<file path="src/rtl/sync_handshake_ctrl.sv">
// sync_handshake_ctrl
//   Source-side sequencer for a 4-phase req/ack crossing. A word accepted on
//   the valid/ready port is held on data_out while req_out is raised, the
//   synchronized ack_in is awaited high, req_out is dropped, and ack_in is
//   awaited low again. Each wait phase can be aborted by a cycle timeout.
//
// Ports
//   clk, rst      source-domain clock, synchronous active-high reset
//   s_valid/s_ready/s_data   upstream word handshake
//   data_out      captured word, stable from accept until back in IDLE
//   req_out       request level toward the destination (idle level = INIT)
//   ack_in        destination ack, already synchronized into clk
//   busy          high in any state other than IDLE
//   done          one-cycle pulse on normal handshake completion
//   timeout_err   sticky abort flag, cleared by err_clr
module sync_handshake_ctrl #(
  parameter int   WIDTH   = 8,
  parameter int   TIMEOUT = 255,
  parameter logic INIT    = 1'b0
) (
  input  logic             clk,
  input  logic             rst,
  input  logic             s_valid,
  output logic             s_ready,
  input  logic [WIDTH-1:0] s_data,
  output logic [WIDTH-1:0] data_out,
  output logic             req_out,
  input  logic             ack_in,
  output logic             busy,
  output logic             done,
  output logic             timeout_err,
  input  logic             err_clr
);

  localparam int CNT_W = (TIMEOUT > 0) ? $clog2(TIMEOUT + 1) : 1;
  localparam logic [CNT_W-1:0] CNT_LAST = CNT_W'((TIMEOUT > 0) ? (TIMEOUT - 1) : 0);

  typedef enum logic [1:0] {
    ST_IDLE  = 2'd0,
    ST_REQ   = 2'd1,
    ST_REL   = 2'd2,
    ST_DRAIN = 2'd3
  } state_t;

  state_t           state_q, state_d;
  logic             req_q, req_d;
  logic [WIDTH-1:0] data_q, data_d;
  logic             done_q, done_d;
  logic             err_q, err_d;
  logic [CNT_W-1:0] cnt_q, cnt_d;

  // True on the last allowed cycle of a wait phase; never true with TIMEOUT=0.
  function automatic logic phase_expired(input logic [CNT_W-1:0] cnt);
    return (TIMEOUT != 0) && (cnt == CNT_LAST);
  endfunction

  // A stale-high ack from a previous transfer must not let a new one start.
  assign s_ready     = (state_q == ST_IDLE) && !ack_in && !rst;
  assign busy        = (state_q != ST_IDLE);
  assign req_out     = req_q;
  assign data_out    = data_q;
  assign done        = done_q;
  assign timeout_err = err_q;

  always_comb begin
    state_d = state_q;
    req_d   = req_q;
    data_d  = data_q;
    done_d  = 1'b0;
    err_d   = err_q;
    cnt_d   = cnt_q;

    // Clear first so an abort on the same edge overrides it.
    if (err_clr) err_d = 1'b0;

    case (state_q)
      ST_IDLE: begin
        if (s_valid && s_ready) begin
          state_d = ST_REQ;
          req_d   = ~INIT;
          data_d  = s_data;
          cnt_d   = '0;
        end
      end
      ST_REQ: begin
        // Exit condition takes priority over the timeout on the same edge.
        if (ack_in) begin
          state_d = ST_REL;
          req_d   = INIT;
          cnt_d   = '0;
        end else if (phase_expired(cnt_q)) begin
          state_d = ST_DRAIN;
          req_d   = INIT;
          err_d   = 1'b1;
        end else if (TIMEOUT != 0) begin
          cnt_d = cnt_q + 1'b1;
        end
      end
      ST_REL: begin
        if (!ack_in) begin
          state_d = ST_IDLE;
          done_d  = 1'b1;
        end else if (phase_expired(cnt_q)) begin
          state_d = ST_DRAIN;
          req_d   = INIT;
          err_d   = 1'b1;
        end else if (TIMEOUT != 0) begin
          cnt_d = cnt_q + 1'b1;
        end
      end
      ST_DRAIN: begin
        // Wait out a stuck ack without a timeout; no done pulse on this path.
        if (!ack_in) state_d = ST_IDLE;
      end
      default: begin
        state_d = ST_IDLE;
        req_d   = INIT;
      end
    endcase
  end

  always_ff @(posedge clk) begin
    if (rst) begin
      state_q <= ST_IDLE;
      req_q   <= INIT;
      data_q  <= '0;
      done_q  <= 1'b0;
      err_q   <= 1'b0;
      cnt_q   <= '0;
    end else begin
      state_q <= state_d;
      req_q   <= req_d;
      data_q  <= data_d;
      done_q  <= done_d;
      err_q   <= err_d;
      cnt_q   <= cnt_d;
    end
  end

endmodule

</file>
<file path="config.mk">
export PLATFORM = sky130hd
export DESIGN_NAME = sync_handshake_ctrl
export DESIGN_NICKNAME = d
export VERILOG_FILES = /design/src/rtl/sync_handshake_ctrl.sv
export SDC_FILE = /design/constraint.sdc
export NUM_CORES = 1
export LEC_CHECK = 0
export BUFFER_PORTS_ARGS = -buffer_cell sky130_fd_sc_hd__buf_2
export CELL_PAD_IN_SITES_DETAIL_PLACEMENT = 2
export CELL_PAD_IN_SITES_GLOBAL_PLACEMENT = 2
export CORE_MARGIN = 1.5
export CORE_UTILIZATION = 28
export CTS_CLUSTER_SIZE = 25
export DETAILED_ROUTE_END_ITERATION = 10
export GPL_ROUTABILITY_DRIVEN = 0
export GPL_TIMING_DRIVEN = 0
export PLACE_DENSITY_LB_ADDON = 0.2
export SLEW_MARGIN = 20
export SYNTH_ARGS = -nofsm -noshare
export SYNTH_HDL_FRONTEND = slang
export SYNTH_SLANG_ARGS = --single-unit
</file>
<file path="constraint.sdc">
create_clock -name clk -period 1.65 [get_ports clk]
set_input_delay 0.2475 -clock clk [delete_from_list [all_inputs] [get_ports clk]]
set_output_delay 0.2475 -clock clk [all_outputs]
set_load 0.01 [all_outputs]
</file>
==> metrics.cfg <==
[timing]
timing.final.ws_setup_ns=0.0197
slew_headroom=0.537
maxSlewViolCount=0
max_slew.worst_pin.slew_ns=0.695
setup_viol=0
grt_setup_unrepaired=true
max_freq_mhz=613
clock_skew_ns=0.000927
hold_viol=0
tns_ns=0
finalCriticalPeriod_ns=1.63
post-route-period-util=0.988

[clock_tree]
htree_levels=1
cts_buffers=3
cts_tree=built
clock-sinks=21
clock_latency_ns=0.27
clk_pin_slew_ns=0.08
clockBufferDepth=2
cts_root_buffer=clkbuf_8

[critical_path]
critPathRequiredTime_ns=1.83
critical_path.cell_chain=inv_4, ha_4, buf_4, nor2b_2, o21ba_4, o2111ai_2, a221oi_2
r2r_cells=7
critPathLaunch=state_q[1]
start_kind=flop
slowest_delay_ns=0.38
endpoint_kind=flop
reg2reg_slack_ns=0.02
crit_arrival_ns=1.81
r2r-start=state_q[1]
cp_slowest_cell=dfxtp_2
r2r_end=cnt_q[6]
crit_end=cnt_q[6]
setup.worst_path.class=flop to flop
critical_path.max_fanout=7

[placement]
dp_slack_ns=-0.294
hpwl_mm=2.64
port_buffers=23

[synthesis]
synthesis.instances=143
netlist_area_sq_um=1220
synth_cell_type_count=42
synth_ff_type=dfxtp_1
synth_edf_count=0
async_reset_ff_frac=0
synth_nets=163
yosysWarnings=0
ys_seq_elements=21
ys_seq_area_frac=0.344
syn_avg_cell_area_sq_um=8.54

[global_route]
grtUsageTotal=0.166
grt_pass1_vias=1280
grt_max_degree=12
grt_pass1_wl_mm=6.51
antenna_found_initial=0
grt_overflow=0

[floorplanning]
die-area_sq_um=4770
die_x_um=69.0
coreArea_sq_um=4090
fp-row-count=23
start_util=0.299
io_pins=26
fp.dieH_um=69.0

[status]
status=finished clean

[power_and_ir_drop]
leakage_uw=0.000648
cellPowerDensity_nw_per_um2=707
ir_drop_mv=0.352

[route]
viasPerCell=5.26
drcViolationCount=0
wirelength_mm=3.87
vias=1214
first_pass_iters=2
drt-initial-drc-count=16
ant_nets=0
wl_per_cell_um=16.7

[cells_and_area]
final.fill_count=468
layout.nets=202
fin_util=0.405
drive_gt1_frac=0.387
syn_to_final_growth_pct=35.6
register_area_sq_um=430
multi_input_area_sq_um=812
antenna_cells=0

[flow_run]
cap_violations=0

[hold_path]
hold_class=input port to flop

==> flip-flops by register name (all words and copies together), names as in the netlist <==
| name | count |
|---|---|
| done | 1 |
| timeout_err | 1 |
| cnt_q | 8 |
| state_q | 2 |
| data_out | 8 |
| req_out | 1 |
==> per-stage QoR <==
stage | power [uW] | cells | hold WS (ns) | instance area (sq um)
after detailed placement | 738 | 216 | 0.449 | 1400
after global routing | 1220 | 231 | 0.232 | 1660
after floorplan | 672 | 143 | 0.383 | 1230
after CTS | 1130 | 227 | 0.210 | 1560
final | 1170 | 231 | 0.215 | 1660
after global placement | 731 | 216 | 0.440 | 1400
==> cell families (layout without fill, tap and decap cells) <==
kind of cell | Yosys count | count (layout) | share of synthesized area
fa+ha+maj | 7 | 7 | 0.0717
simple gates | 50 | 51 | 0.216
compound gates | 47 | 47 | 0.299
flops | 21 | 21 | 0.344
buf+inv | 18 | 55 | 0.0686
==> cell usage in the layout, fill, tap and decap left out, drive strengths merged, types with 4 or more instances in the layout <==
cell,count
a21oi,12
a221oi,5
a22oi,4
buf,39
clkbuf,5
dfxtp,21
ha,7
inv,11
nand2,22
nand3,5
nor2,6
o21ai,7
==> synth_stat cells, types with 3 or more instances <==
cell type	instances	area (sq um)
a21oi_1	12	60.1
a221oi_2	3	45.0
a22oi_1	4	30.0
dfxtp_1	21	420
ha_1	7	87.6
inv_1	11	41.3
nand2_1	22	82.6
nand3_1	5	25.0
nor2_1	5	18.8
o21ai_0	6	30.0
o31ai_1	3	22.5
==> worst min-delay path by stage <==
| stage | slack, ns | to | start | cells past startpoint |
|---|---|---|---|---|
| after global placement | 0.44 | data_out[0] | data_out[0] | 2 |
| after floorplan | 0.38 | data_out[0] | s_data[0] | 2 |
| final | 0.21 | data_out[1] | s_data[1] | 3 |
| after detailed placement | 0.45 | data_out[0] | data_out[0] | 2 |
| after global routing | 0.23 | data_out[4] | s_data[4] | 3 |
| after CTS | 0.21 | done | ack_in | 2 |
==> routing by layer <==
layer	vias up	GRT usage	wire length (um)
li1	598	-	-
met2	22	0.280	1850
met1	589	0.220	1860
met3	5	0.0219	117
met5	-	0	0
met4	0	0.0479	38
==> timing repair <==
item                                    in CTS  in global routing
setup buffers                                6                  4
hold buffers                                 0                  0
hold endpoints to repair                     0                  0
cloned                                       1                  0
endpoints found under the setup margin      15                 14
gates resized for setup                     17                 22
pin swaps                                    3                  5
==> critical path: cells and delay by family (launching register included) <==
| kind | cells | cell delay [ns] |
|---|---|---|
| compound gates | 3 | 0.60 |
| flops | 1 | 0.38 |
| buf+inv | 2 | 0.19 |
| simple gates | 1 | 0.19 |
| fa+ha+maj | 1 | 0.18 |
==> final cells by class <==
type                            instances  area share
Buffer                                  7      0.0302
Sequential cell                        21       0.260
Clock buffer                            4      0.0272
Inverter                               11      0.0295
Multi-Input combinational cell        105       0.491
Tap cell                               50      0.0378
Timing Repair Buffer                   33       0.125
==> report_power, final <==
group          switching [uW]  internal [uW]  total [uW]
clock network             186            173         358
logic                     144            136         281
registers                11.4            520         531
No activity file was read; power rests on OpenSTA's default activity.
